[src/rtl/quickq_pkg.sv]
// Shared types for the min-priority queue sequencer:
// router modes, FSM states and the empty-slot sentinel.
package quickq_pkg;

  // Wide enough for any supported key width; modules slice it to DW.
  localparam logic [63:0] SENTINEL = '1;

  typedef enum logic [2:0] {
    INS_CMP = 3'b000,
    INS_CMT = 3'b001,
    REM_CMP = 3'b010,
    REM_CMT = 3'b011
  } mode_e;

  typedef enum logic [2:0] {
    IDLE,
    ERR,
    RD,
    CMP,
    HEAD_RD,
    HEAD,
    CMT,
    RSP
  } state_e;

endpackage

[src/rtl/queue_sequencer_value_router.sv]
// Compare/shift datapath for one queue slot plus occupancy update.
// Ports: mode, bram_out, reg_out, array_size, array_cnt_in -> bram_insert, to_register, array_cnt_out.
module valueRouter
  import quickq_pkg::*;
#(
  parameter int DW = 32
) (
  input  mode_e         mode,
  input  logic [DW-1:0] bram_out,
  input  logic [DW-1:0] reg_out,
  input  logic [7:0]    array_size,
  input  logic [7:0]    array_cnt_in,
  output logic [DW-1:0] bram_insert,
  output logic [DW-1:0] to_register,
  output logic [7:0]    array_cnt_out
);

  always_comb begin
    bram_insert   = bram_out;
    to_register   = reg_out;
    array_cnt_out = array_cnt_in;
    unique case (mode)
      INS_CMP: begin
        // Smaller key stays in the slot, larger one ripples on.
        if (reg_out < bram_out) begin
          bram_insert = reg_out;
          to_register = bram_out;
        end else begin
          bram_insert = bram_out;
          to_register = reg_out;
        end
      end
      REM_CMP: begin
        bram_insert = bram_out;
        to_register = reg_out;
      end
      INS_CMT: begin
        if (array_cnt_in < array_size)
          array_cnt_out = array_cnt_in + 8'd1;
      end
      REM_CMT: begin
        if (array_cnt_in != 8'd0)
          array_cnt_out = array_cnt_in - 8'd1;
      end
      default: begin
        array_cnt_out = array_cnt_in;
      end
    endcase
  end

endmodule

[src/rtl/queue_sequencer.sv]
// Min-priority queue sequencer over a single-port BRAM, sorted ascending.
// Ports: op_* request, rsp_* completion, bram_* memory, count/full/empty status.
module queue_sequencer
  import quickq_pkg::*;
#(
  parameter int DEPTH = 5,
  parameter int DW    = 32
) (
  input  logic          clk,
  input  logic          rst_n,
  input  logic          op_valid,
  output logic          op_ready,
  input  logic          op_type,
  input  logic [DW-1:0] op_data,
  output logic          rsp_valid,
  output logic [DW-1:0] rsp_data,
  output logic          rsp_err,
  output logic [7:0]    bram_addr,
  output logic          bram_we,
  output logic [DW-1:0] bram_wdata,
  input  logic [DW-1:0] bram_rdata,
  output logic [7:0]    count,
  output logic          full,
  output logic          empty
);

  localparam logic [DW-1:0] SENT   = SENTINEL[DW-1:0];
  localparam logic [7:0]    DEPTH8 = 8'(DEPTH);

  state_e        state_q, state_d;
  logic [7:0]    i_q, i_d;
  logic [7:0]    count_q, count_d;
  logic [DW-1:0] carry_q, carry_d;
  logic [DW-1:0] head_q, head_d;
  logic          pop_q, pop_d;

  mode_e         mode;
  logic [DW-1:0] r_bram, r_reg;
  logic [DW-1:0] r_ins, r_to_reg;
  logic [7:0]    r_cnt;
  logic [7:0]    i_inc;
  logic          bad_op;

  assign i_inc      = i_q + 8'd1;
  assign count      = count_q;
  assign full       = (count_q == DEPTH8);
  assign empty      = (count_q == 8'd0);
  assign bram_wdata = r_ins;
  assign bad_op     = op_type ? empty : full;

  valueRouter #(.DW(DW)) u_router (
    .mode          (mode),
    .bram_out      (r_bram),
    .reg_out       (r_reg),
    .array_size    (DEPTH8),
    .array_cnt_in  (count_q),
    .bram_insert   (r_ins),
    .to_register   (r_to_reg),
    .array_cnt_out (r_cnt)
  );

  always_ff @(posedge clk or negedge rst_n) begin
    if (!rst_n) begin
      state_q <= IDLE;
      i_q     <= 8'd0;
      count_q <= 8'd0;
      carry_q <= SENT;
      head_q  <= SENT;
      pop_q   <= 1'b0;
    end else begin
      state_q <= state_d;
      i_q     <= i_d;
      count_q <= count_d;
      carry_q <= carry_d;
      head_q  <= head_d;
      pop_q   <= pop_d;
    end
  end

  always_comb begin
    state_d   = state_q;
    i_d       = i_q;
    count_d   = count_q;
    carry_d   = carry_q;
    head_d    = head_q;
    pop_d     = pop_q;
    op_ready  = 1'b0;
    rsp_valid = 1'b0;
    rsp_err   = 1'b0;
    rsp_data  = SENT;
    bram_addr = 8'd0;
    bram_we   = 1'b0;
    mode      = INS_CMP;
    r_bram    = SENT;
    r_reg     = SENT;
    unique case (state_q)
      IDLE: begin
        op_ready = 1'b1;
        if (op_valid) begin
          pop_d = op_type;
          if (bad_op) begin
            state_d = ERR;
          end else if (op_type) begin
            state_d = HEAD_RD;
          end else begin
            carry_d = op_data;
            i_d     = 8'd0;
            state_d = RD;
          end
        end
      end
      ERR: begin
        rsp_valid = 1'b1;
        rsp_err   = 1'b1;
        state_d   = IDLE;
      end
      HEAD_RD: begin
        bram_addr = 8'd0;
        state_d   = HEAD;
      end
      HEAD: begin
        head_d  = bram_rdata;
        i_d     = 8'd0;
        state_d = RD;
      end
      RD: begin
        // Pop shifts slot i+1 down into slot i.
        bram_addr = pop_q ? i_inc : i_q;
        state_d   = CMP;
      end
      CMP: begin
        bram_addr = i_q;
        bram_we   = 1'b1;
        if (pop_q) begin
          mode   = REM_CMP;
          r_bram = (i_inc == count_q) ? SENT : bram_rdata;
          r_reg  = head_q;
          if (i_inc == count_q) begin
            state_d = CMT;
          end else begin
            i_d     = i_inc;
            state_d = RD;
          end
        end else begin
          mode    = INS_CMP;
          r_bram  = (i_q == count_q) ? SENT : bram_rdata;
          r_reg   = carry_q;
          carry_d = r_to_reg;
          if (i_q == count_q) begin
            state_d = CMT;
          end else begin
            i_d     = i_inc;
            state_d = RD;
          end
        end
      end
      CMT: begin
        mode    = pop_q ? REM_CMT : INS_CMT;
        count_d = r_cnt;
        state_d = RSP;
      end
      RSP: begin
        rsp_valid = 1'b1;
        rsp_data  = pop_q ? head_q : SENT;
        state_d   = IDLE;
      end
    endcase
  end

endmodule

[config.mk]
export PLATFORM = sky130hd
export DESIGN_NAME = queue_sequencer
export DESIGN_NICKNAME = d
export VERILOG_FILES = /design/src/rtl/quickq_pkg.sv /design/src/rtl/queue_sequencer_value_router.sv /design/src/rtl/queue_sequencer.sv
export SDC_FILE = /design/constraint.sdc
export NUM_CORES = 1
export LEC_CHECK = 0
export ABC_CLOCK_PERIOD_IN_PS = 6800
export CORE_ASPECT_RATIO = 0.6
export CORE_MARGIN = 8
export CORE_UTILIZATION = 45
export DETAILED_ROUTE_END_ITERATION = 16
export GPL_TIMING_DRIVEN = 0
export PLACE_DENSITY_LB_ADDON = 0.05
export SLEW_MARGIN = 10
export SYNTH_ARGS = -nofsm -noshare
export SYNTH_HDL_FRONTEND = slang
export SYNTH_HIERARCHICAL = 1
export SYNTH_SLANG_ARGS = --single-unit
[constraint.sdc]
create_clock -name clk -period 6.8 [get_ports clk]
set_input_delay 0.68 -clock clk [delete_from_list [all_inputs] [get_ports clk]]
set_output_delay 0.68 -clock clk [all_outputs]
set_load 0.02 [all_outputs]
==> results.toml <==
[critical_path]
rr_worst_depth = 20
crit_end = "bram_wdata[20]"
cp.arrival_ps = 5680
startpoint = "i_q[1]"
required_ps = 6120
reg2reg_from = "i_q[1]"
cp_max_fo = 10
cp-start-kind = "flop"
r2r_end = "carry_q[12]"
r2r_slack_ps = 1670
crit_path_end_kind = "output pin"
critPathKind = "reg2out"

[cells_and_area]
multi_input_area_um2 = 4771
fin_cells = 1203
final_cell_mix = "clkdlybuf4s50_1 (152), nand2_1 (118), mux2_2 (91)"
n_antenna_cell = 0
drive_gt1_share_pct = 24.75
design_area_um2 = 9508
nNetsFinal = 1098
regArea_um2 = 2182
area_growth_pct = 28.88
fill_cells = 1448
final_common_cell = "clkdlybuf4s50_1"
final_util_pct = 58.96

[grt]
grt_util_all_layers_pct = 21.19
grt_pass1_wl_mm = 35.42
grt_pass1_vias = 6282
grt_antenna_before_repair = 2
overflow = 0
grt_max_degree = 53

[pwr]
combPwrFrac_pct = 72.7
powerDensity_nw_per_um2 = 554.0
power_switching_share_pct = 46.47
ir_drop_mv = 0.2974
clkPwrFrac_pct = 8.7
fin_total_pwr_mw = 5.267
p_int_mw = 2.819
pwr-share-seq_pct = 18.5
p_leak_nw = 4.132
power.net_switching_mw = 2.448

[clock_network]
cts_buffers = 9
clk_pin_slew_ps = 70
cts_max_path_buffers = 2
clk_latency_ps = 340
cts_tree = "built"
cts.sinks = 84
htree_levels = 3
cts_root_buffer = "clkbuf_16"

[timing]
rsz0062_at_grt = "false"
setup_violations = 0
skew_ps = 9.521
fmax_mhz = 157.1
slew_headroom_pct = 39.97
hold_violations = 0
worst_pin_slew_ps = 900.4
period_needed_ps = 6364
period_share_pct = 93.59
finalHoldWorstSlack_ps = 305.9
fin_ws_ps = 435.8
report.final.slew_viol_count = 0
setup_tns_ps = 0

[logic_synthesis]
synth_top_area_cell = "dfstp_2"
ys_ff_latch = 84
synth_area_per_cell_um2 = 9.041
synth_area_leaders = "dfstp_2 (23%), mux2_2 (14%), mux2i_1 (10%)"
ys.flop_type = "dfstp_2"
synth_cell_types = 68
netlist_instances = 816
synth_top_area_share_pct = 22.80
synthArstFlopShare_pct = 100.0
yosys_warnings = 6
synth_edf_count = 0
syn_area_um2 = 7377
ys_seq_area_share_pct = 29.58

[detailed_routing]
ant_nets = 0
wl_per_cell_um = 18.59
initialDrtViolationCount = 462
via_count = 6404
drt_first_pass_iters = 4
drt-total-wl_mm = 22.36
drt-vias-per-instance = 5.323
drc = 0

[floorplan]
rows = 36
ioPinCount = 154
die_h_um = 115.2
dieArea_um2 = 20880
fp.dieW_um = 181.3
initial_core_util_pct = 45.75
core_um2 = 16130

[worst_hold_path]
hp-class = "in2async"

[placement]
place_congestion = 0.8987
hpwl_mm = 16.92
pre_cts_slack_ps = 522.2
io_buffers = 153
placed_area_um2 = 9225
dp_cells = 1187

[job]
cap_violations = 0

[status]
status = "finished clean"
[power by group through the flow]
stage                     logic, mW  registers [mW]  clock network [mW]
after floorplan                2.62           0.953                   0
after global placement         3.77           0.980                   0
after detailed placement       3.79           0.985                   0
after CTS                      3.82           0.977               0.471
after global routing           4.17            1.01               0.488
final                          3.83           0.976               0.460
[worst min-delay path by stage]
stage,startpoint,to,cells after the start
5_1_grt,rst_n,state_q[1],1
6_report,rst_n,state_q[1],1
4_1_cts,rst_n,state_q[1],1
3_3_place_gp,carry_q[27],carry_q[27],2
3_5_place_dp,carry_q[26],carry_q[26],2
2_1_floorplan,rst_n,count[0],0
[flip-flops by register name, indices dropped and copies added, names as in the netlist]
| register | cells |
|---|---|
| count | 8 |
| i_q | 8 |
| state_q | 3 |
| head_q | 32 |
| pop_q | 1 |
| carry_q | 32 |
[worst max-delay path, stage by stage (launching register included)]
cell and delay, ps:
dfrtp_1 500, ha_1 190, buf_2 190, inv_1 70, nor2_1 290, o311a_1 190, nand4_1 140, o31a_1 410
buf_2 250, nand2b_1 150, inv_1 60, ha_1 290, nand4_1 170, nor4_2 380, nand4_1 240, or3_1 460
o2111ai_4 200, buf_6 250, mux2_2 360, clkdlybuf4s50_1 550
[routing by layer]
layer / vias to the layer above / track usage [%] / part of all wire [%]
met5: - / 0 / 0.12
met3: 13 / 5.996 / 6.9
li1: 3157 / - / -
met4: 4 / 3.100 / 0.52
met2: 197 / 30.37 / 40
met1: 3033 / 31.40 / 52
[synth_stat cells (all sizes together) (2+ instances only)]
master	number
nand2	118
mux2	98
mux2i	77
dfstp	64
o21ai	51
inv	48
ha	41
nand2b	38
or2	34
nor2	33
clkbuf	31
buf	24
dfrtp	20
a21oi	18
xnor2	13
nor3	12
nand4	11
nand3	10
xor2	10
a21o	7
o211ai	6
nor4	4
or3	4
nand3b	3
a2111oi	2
a211oi	2
a21boi	2
a221oi	2
and3	2
and4	2
conb	2
nor2b	2
o2111ai	2
o21a	2
o41ai	2
[repair_timing]
item | CTS | global route
hold buffers | 0 | 0
buffers inserted | 0 | 0
resized for setup | 0 | 5
setup endpoints to repair | 0 | 31
[layout make-up]
class	count	share of cell area [%]
multi-input combinational	636	50.18
timing repair buffer	154	16.37
inverter	49	1.934
tap	209	2.750
clock inverter	4	0.2764
sequential	84	22.95
clock buffer	12	2.487
buffer	55	3.053
[logic make-up after synthesis]
logic type	synth area share, %
AND/OR/NAND/NOR	18.72
buffers and inverters	6.394
flip-flops	29.58
multiplexers	25.76
AO/OA/AOI/OAI	9.651
XOR/XNOR	2.832
adder cells (fa/ha/maj)	6.954
other	0.1018
Note: power is estimated with default switching activity, not from simulation.
